## src/rtl/ch3_arb_pkg.sv

```systemverilog
// Shared types and sizes for the CH2_4MUX round-robin arbiter.
// Optional build macro: ARB_FIXED_PRIO_EN (fixed lowest-index priority instead of round-robin).
package ch3_arb_pkg;

    localparam int N_REQ = 4;
    localparam int SEL_W = 2;
    localparam int CNT_W = 4;

    typedef enum logic {
        ST_IDLE  = 1'b0,
        ST_GRANT = 1'b1
    } state_e;

    function automatic logic [N_REQ-1:0] onehot(input logic [SEL_W-1:0] idx);
        onehot      = '0;
        onehot[idx] = 1'b1;
    endfunction

endpackage

```

## src/rtl/ch3_rr_pick.sv

```systemverilog
// Combinational winner picker: round-robin from last_i+1, or fixed lowest index
// when ARB_FIXED_PRIO_EN is defined.
module ch3_rr_pick
    import ch3_arb_pkg::*;
(
    input  logic [N_REQ-1:0] req_i,
    input  logic [SEL_W-1:0] last_i,
    output logic [SEL_W-1:0] winner_o,
    output logic             any_o
);

`ifdef ARB_FIXED_PRIO_EN
    logic unused_last;
    assign unused_last = ^last_i;

    always_comb begin
        winner_o = '0;
        any_o    = |req_i;
        for (int i = N_REQ - 1; i >= 0; i--) begin
            if (req_i[i]) winner_o = SEL_W'(i);
        end
    end
`else
    logic [SEL_W-1:0] idx;
    logic             found;

    // NOTE: every variable driven here gets a default first, so no path leaves it unassigned (no latch).
    always_comb begin
        winner_o = '0;
        any_o    = |req_i;
        idx      = '0;
        found    = 1'b0;
        // Index arithmetic is SEL_W wide, so last_i + i wraps modulo N_REQ.
        for (int i = 1; i <= N_REQ; i++) begin
            idx = last_i + SEL_W'(i);
            if (!found && req_i[idx]) begin
                winner_o = idx;
                found    = 1'b1;
            end
        end
    end
`endif

endmodule

```

## src/rtl/ch3_mux_arbiter.sv

```systemverilog
// Arbiter/sequencer owning the CH2_4MUX select: one grant at a time, HOLD-limited,
// break-before-make, registered data output. Build macro: ARB_FIXED_PRIO_EN.
module ch3_mux_arbiter
    import ch3_arb_pkg::*;
#(
    parameter int HOLD = 4
) (
    input  logic             CLK,
    input  logic             RST,
    input  logic [N_REQ-1:0] REQ,
    input  logic [N_REQ-1:0] DIN,
    output logic [N_REQ-1:0] GNT,
    output logic [SEL_W-1:0] SEL,
    output logic             Z,
    output logic             VALID,
    output logic             BUSY
);

    localparam logic [CNT_W-1:0] HOLD_INIT = CNT_W'(HOLD - 1);

    state_e           state_q, state_d;
    logic [CNT_W-1:0] cnt_q,   cnt_d;
    logic [SEL_W-1:0] last_q,  last_d;
    logic [N_REQ-1:0] gnt_q,   gnt_d;
    logic [SEL_W-1:0] sel_q,   sel_d;
    logic             z_q,     z_d;
    logic             valid_q, valid_d;

    logic [SEL_W-1:0] winner;
    logic             any_req;

    ch3_rr_pick u_pick (
        .req_i    (REQ),
        .last_i   (last_q),
        .winner_o (winner),
        .any_o    (any_req)
    );

    always_comb begin
        state_d = state_q;
        cnt_d   = cnt_q;
        last_d  = last_q;
        gnt_d   = gnt_q;
        sel_d   = sel_q;
        valid_d = |gnt_q;
        z_d     = (|gnt_q) ? DIN[sel_q] : z_q;

        case (state_q)
            ST_IDLE: begin
                if (any_req) begin
                    state_d = ST_GRANT;
                    gnt_d   = onehot(winner);
                    sel_d   = winner;
                    cnt_d   = HOLD_INIT;
                end
            end
            ST_GRANT: begin
                // Withdrawal and hold expiry on the same edge collapse into one end event.
                if (!REQ[sel_q] || cnt_q == '0) begin
                    state_d = ST_IDLE;
                    gnt_d   = '0;
`ifndef ARB_FIXED_PRIO_EN
                    last_d  = sel_q;
`endif
                end else begin
                    cnt_d = cnt_q - CNT_W'(1);
                end
            end
            default: state_d = ST_IDLE;
        endcase
    end

    // NOTE: state registers use non-blocking assignments so all of them update together at the edge.
    always_ff @(posedge CLK or posedge RST) begin
        if (RST) begin
            state_q <= ST_IDLE;
            cnt_q   <= '0;
            last_q  <= SEL_W'(N_REQ - 1);
            gnt_q   <= '0;
            sel_q   <= '0;
            z_q     <= 1'b0;
            valid_q <= 1'b0;
        end else begin
            state_q <= state_d;
            cnt_q   <= cnt_d;
            last_q  <= last_d;
            gnt_q   <= gnt_d;
            sel_q   <= sel_d;
            z_q     <= z_d;
            valid_q <= valid_d;
        end
    end

    assign GNT   = gnt_q;
    assign SEL   = sel_q;
    assign Z     = z_q;
    assign VALID = valid_q;
    assign BUSY  = (state_q == ST_GRANT);

endmodule

```

## config.mk

```make
export PLATFORM = sky130hd
export DESIGN_NAME = ch3_mux_arbiter
export DESIGN_NICKNAME = d
export VERILOG_FILES = /design/src/rtl/ch3_arb_pkg.sv /design/src/rtl/ch3_rr_pick.sv /design/src/rtl/ch3_mux_arbiter.sv
export SDC_FILE = /design/constraint.sdc
export NUM_CORES = 1
export LEC_CHECK = 0
export ABC_CLOCK_PERIOD_IN_PS = 2300
export BUFFER_PORTS_ARGS = -buffer_cell sky130_fd_sc_hd__buf_2
export CAP_MARGIN = 30
export CORE_MARGIN = 3
export CORE_UTILIZATION = 50
export DETAILED_ROUTE_END_ITERATION = 7
export PLACE_DENSITY_LB_ADDON = 0.12
export SETUP_SLACK_MARGIN = 0.02
export SYNTH_ARGS = -nofsm -noshare
export SYNTH_HDL_FRONTEND = slang
export SYNTH_SLANG_ARGS = --single-unit
```

## constraint.sdc

```tcl
create_clock -name CLK -period 2.3 [get_ports CLK]
set_clock_uncertainty 0.1 [all_clocks]
set_input_delay 0.115 -clock CLK [delete_from_list [all_inputs] [get_ports CLK]]
set_output_delay 0.115 -clock CLK [all_outputs]
set_load 0.02 [all_outputs]
```

### After elaboration in Yosys (flattened, before gate mapping)

Index checks and enable logic that the tools add are counted.

| storage, ports and cells | value |
|---|---|
| logic and storage cells | 68 |
| flip-flop bits (word level) | 15 |
| input port bits | 10 |
| output and inout bits | 9 |

| operators by class | value |
|---|---|
| $add $sub $neg | 4 |
| muxes and demuxes | 30 |
| equality and inequality tests | 3 |
| reductions and logical operators | 16 |
| magnitude comparators | 7 |
| bitwise logic cells | 1 |

Operators by type and width:

| operator | number |
|---|---|
| $lt A2 B3 Y1 const B | 6 |
| $mux W4 | 4 |
| $pmux W4 S2 | 2 |
| $bmux W1 S2 | 6 |
| $mux W1 | 12 |
| $mux W2 | 4 |
| $reduce_and A2 Y1 | 4 |
| $reduce_or A4 Y1 | 2 |
| $add A2 B2 Y2 const B | 2 |
| $logic_and A1 B1 Y1 | 4 |
| $logic_not A1 Y1 | 4 |
| $logic_not A4 Y1 | 1 |
| $ne A2 B2 Y1 const B | 2 |
| $sub A4 B1 Y4 const B | 1 |
| $add A2 B1 Y2 const B | 1 |
| $demux W1 S2 | 1 |
| $ge A2 B1 Y1 const B | 1 |
| $ne A2 B1 Y1 const B | 1 |
| $pmux W1 S2 | 1 |
| $logic_or A1 B1 Y1 | 1 |
| $not A1 Y1 | 1 |

### Depth between registers and ports, before layout

| depth | value |
|---|---|
| depth after elaboration | 19 |
| depth in mapped cells | 7 |
| mapped depth without buffers | 6 |

### Modules after synthesis

A second synthesis with hierarchy kept.

| second synthesis, totals | value |
|---|---|
| cell total of the unflattened synthesis | 78 |
| area, all modules | 854.6 µm² |

Modules (own cells, without submodules):

| module | sequential area each (µm²) | times used | cells an instance | area an instance (µm²) |
|---|---|---|---|---|
| ch3_mux_arbiter | 377.9 | 1 | 64 | 773.2 |
| ch3_rr_pick | 0.0 | 1 | 14 | 81.3 |

### Worst setup path before layout

No wires, ideal clock.

| timing | value |
|---|---|
| path type | register to register |
| start point | register sel_q[0] (netlist: SEL[0]) |
| end point | register gnt_q[0] (netlist: GNT[0]) |
| library setup time | 0.122 ns |
| required time | 2.078 ns |
| slack | 0.492 ns |
| cell stages (with the launch flop) | 5 |
| path buffers | 0 |
| arrival | 1.587 ns |
| clock period less this slack | 1.808 ns |
| path through | dfrtp_1 > mux4_2 > a21bo_2 > nor2b_4 > a32o_1 |

| on the way | value |
|---|---|
| longest elaborated chain between the ends | 6 |

RTL lines:

| element | line | text |
|---|---|---|
| start: declaration | ch3_mux_arbiter.sv:25 | `logic [SEL_W-1:0] sel_q, sel_d;` |
| start signal: assignment | ch3_mux_arbiter.sv:88 | `sel_q <= sel_d;` |
| $bmux W1 S2 | ch3_mux_arbiter.sv:59 | `if (!REQ[sel_q] \|\| cnt_q == '0) begin` |
| $mux W1 (not written as such) | ch3_mux_arbiter.sv:59 |  |
| $logic_not A1 Y1 | ch3_mux_arbiter.sv:59 |  |
| $logic_or A1 B1 Y1 | ch3_mux_arbiter.sv:59 |  |
| $ne A2 B1 Y1 (no line) | n/a |  |
| $reduce_and A2 Y1 (no line) | n/a |  |
| end signal: assignment | ch3_mux_arbiter.sv:87 | `gnt_q <= gnt_d;` |
| end: declaration | ch3_mux_arbiter.sv:24 | `logic [N_REQ-1:0] gnt_q, gnt_d;` |

No other way between the ends. The select of a mux whose other input is x is not followed.
A chain may end at the register's enable or synchronous reset.

### Worst setup path after layout

| timing | value |
|---|---|
| start point | register cnt_q[0] |
| end point | register gnt_q[0] (netlist: GNT[0]) |

| on the way | value |
|---|---|
| longest elaborated chain between the ends | 4 |

RTL lines:

| element | line | text |
|---|---|---|
| start: declaration | ch3_mux_arbiter.sv:22 | `logic [CNT_W-1:0] cnt_q, cnt_d;` |
| start signal: assignment | ch3_mux_arbiter.sv:85 | `cnt_q <= cnt_d;` |
| $logic_not A4 Y1 | ch3_mux_arbiter.sv:59 |  |
| $logic_or A1 B1 Y1 | ch3_mux_arbiter.sv:59 |  |
| $ne A2 B1 Y1 (no line) | n/a |  |
| $reduce_and A2 Y1 (no line) | n/a |  |

No other way between the ends.

==> summary.txt <==
Outcome
  – Status: finished clean

Drt
  – Detailed Route WL: 1370 um
  – Pre-antenna DRT Iters: 4
  – Vias: 597
  – DRT iter0 DRCs: 4
  – Wire length per cell: 12.9 um
  – Final ANT Viol Nets: 0
  – Residual DRC: 0
  – Via density: 5.63

Clock network
  – Post-CTS setup buffer count: 0
  – CTS buffer count: 3
  – CTS root buffer: clkbuf_4
  – Clock Latency Late Sink: 0.29 ns
  – Bufs on Longest Clock Path: 2
  – CTS clk-pin slew, worst paths: 0.09 ns
  – Post_cts resized: 0
  – TritonCTS clock tree: yes
  – H-tree depth: 1
  – CTS sink cnt: 15

Worst setup path
  – Number of buffer and inverter instances along the worst setup path: 1
  – CP startpoint kind: flip-flop
  – Maximum fanout along the worst path: 4
  – Endpoint class of the critical path: flip-flop
  – CP max-delay cell: or3b_2
  – Reg-to-Reg Start: cnt_q[0]$_DFFE_PP0P_
  – Delay-heaviest family, CP: simple AND/OR/NAND/NOR gates
  – WP data required: 2.38 ns
  – Critical Path AT: 1.98 ns
  – R2R setup slack: 0.40 ns
  – WS Path Type: reg2reg
  – Cells along the critical path: inv_1, ha_1, or3b_2, a21bo_2, nor2b_4, a32o_1
  – Reg2reg path depth: 6
  – Worst R2R End: GNT[0]$_DFFE_PP0P_
  – CP max stage delay: 0.45 ns

Power
  – Leakage: 0.470 nW
  – Seq pwr share: 39.8%
  – Tot Pwr: 1.26 mW
  – Switching Share: 41.3%
  – VDD IR max: 916 uV
  – P_int: 0.741 mW
  – Total power divided by cell area: 1370 nW/um^2
  – Psw: 0.522 mW
  – Combinational power share: 48.3%
  – Clock share of power: 11.9%

Timing
  – Pins Over Slew Limit: 0
  – Slew of the pin with the lowest slew margin: 0.600 ns
  – Final Hold Fails: 0
  – Fin crit share: 82.6%
  – WHS: 0.203 ns
  – Clock period minus worst slack: 1.90 ns
  – FMAX: 526 MHz
  – Relative slew slack: 60.0%
  – Setup_tns: 0 ns
  – Final setup vio count: 0
  – RSZ-0062 raised after global routing: no

Flow run
  – Max Cap Viol: 0

GRT
  – First-pass GRT wire length: 2280 um
  – Number of global-route vias before repair: 525
  – Initial antenna violation count: 0
  – GR Overflow Total: 0
  – Largest net degree at the start of global routing: 16
  – GR Util All Layers: 16.0%

Yosys
  – Syn. warnings: 0
  – Synth cell types: 31
  – #FFs+latches synth: 15
  – Cell count after synthesis: 71
  – Mapped Area: 786 um^2
  – Syn_area_per_cell: 11.1 um^2
  – Synth Net Count: 83
  – EDFF count, synth: 0
  – Post-synth ARST share: 100%
  – Sequential area share after synthesis: 48.1%
  – Ys flop type: dfrtp_1

Min path
  – Hold Path End: Z$_DFFE_PP0P_
  – Min-Delay Path Depth: 3
  – Hold path start: DIN[3]
  – Hold Crit Class: in2reg

Floorplan
  – Die area: 2080 um^2
  – Die height: 45.6 um
  – Core area: 1380 um^2
  – Initial Util: 56.8%
  – Die X: 45.6 um
  – Row count: 13
  – I/O pins: 19

Finish
  – Multi-input logic area: 369 um^2
  – Fillers: 106
  – Fin nets: 104
  – Fraction of layout cells with a size suffix above 1: 37.4%
  – Antenna Cells: 0
  – Area growth syn-to-layout: 17.0%
  – FF+latch area: 378 um^2

Placement
  – Placer Congestion: 0.750
  – Hpwl dp: 1080 um
  – Port Buffers: 18
[stage by stage]
step	util, %	std cells	instance area, um^2	setup slack, ns
floorplan	-	71	786	0.492
global placement	63.8	101	882	0.446
detailed placement	63.8	101	882	0.407
CTS	66.5	106	920	0.389
global route	66.5	106	920	0.341
finish	66.5	106	920	0.400
[tightest hold or removal path, cell delays in order]
cell    delay [ns]
buf_2         0.07
mux4_1        0.23
mux2_2        0.14
[cell usage after synthesis, drive strengths merged, types with 3 or more instances]
cell	count	share of area (%)
nor3	3	1.9
a21oi	5	3.7
inv	7	3.3
dfrtp	13	41
nand2	3	1.4
nand2b	4	3.2
nor2	5	2.7
clkbuf	3	1.6
[power by group through the flow]
| stage | combinational [mW] | clock (mW) | sequential [mW] |
|---|---|---|---|
| floorplan | 0.394 | 0 | 0.576 |
| global placement | 0.609 | 0 | 0.507 |
| detailed placement | 0.615 | 0 | 0.512 |
| CTS | 0.620 | 0.157 | 0.506 |
| global route | 0.667 | 0.169 | 0.524 |
| finish | 0.610 | 0.150 | 0.503 |
[sequential cells by signal (all words and copies together) (netlist names)]
name and flops:
SEL 2, cnt_q 4, VALID 1, last_q 2, Z 1, BUSY 1, GNT 4
[routing by layer]
layer / vias to the layer above / wire [um] / GRT usage, %
met4: 0 / 36 / 10.5
met5: - / 0 / 0
met3: 5 / 97 / 3.56
met2: 20 / 605 / 23.4
li1: 293 / - / -
met1: 279 / 626 / 21.0
[layout by cell type, fill, tap and decap left out, drive strengths merged, types with 2 or more instances in the layout]
cell / Yosys / final
a21bo: 2 / 2
dfstp: 2 / 2
inv: 7 / 7
mux4: 2 / 2
a21oi: 5 / 5
nand2: 3 / 3
o2bb2ai: 2 / 2
mux2: 2 / 2
o21ai: 2 / 2
mux2i: 2 / 2
nand2b: 4 / 4
nor2: 5 / 5
ha: 2 / 2
clkbuf: 3 / 3
dfrtp: 13 / 13
a32o: 2 / 2
nor3: 3 / 3
buf: 0 / 18
[logic make-up (layout without fill, tap and decap cells)]
kind of cell / Yosys count / in the layout / synth area share (%)
buffers and inverters: 10 / 30 / 4.94
muxes: 6 / 6 / 11.6
xor gates and xnor gates: 1 / 1 / 1.11
AOI/OAI and AO/OA: 17 / 17 / 16.2
adders and majority gates: 2 / 2 / 3.18
DFF: 15 / 15 / 48.1
and+or+nand+nor: 20 / 20 / 14.8
[repair_timing]
item                                    in CTS  in global routing
endpoints found under the setup margin       0                  0
endpoints found under the hold margin       13                  0
hold buffers                                 1                  0
[how the worst max path moves through the flow]
stage | start | endpoint | slack [ns] | cells past startpoint
4_1_cts | cnt_q[0]$_DFFE_PP0P_ | GNT[0]$_DFFE_PP0P_ | 0.39 | 6
3_5_place_dp | cnt_q[0]$_DFFE_PP0P_ | GNT[2]$_DFFE_PP0P_ | 0.41 | 6
6_report | cnt_q[0]$_DFFE_PP0P_ | GNT[0]$_DFFE_PP0P_ | 0.40 | 6
2_1_floorplan | SEL[0]$_DFFE_PP0P_ | GNT[0]$_DFFE_PP0P_ | 0.49 | 4
3_3_place_gp | cnt_q[0]$_DFFE_PP0P_ | GNT[2]$_DFFE_PP0P_ | 0.45 | 6
5_1_grt | cnt_q[0]$_DFFE_PP0P_ | GNT[0]$_DFFE_PP0P_ | 0.34 | 6
[area by class of cell]
class / instances / area share [%]
flip-flops and latches: 15 / 41.1
multi-input cells: 46 / 40.1
repair buffers: 19 / 10.9
inverters: 7 / 2.86
clock buffers: 3 / 2.45
well taps: 15 / 2.04
clock inverters: 1 / 0.544
(Power assumes the default switching activity.)
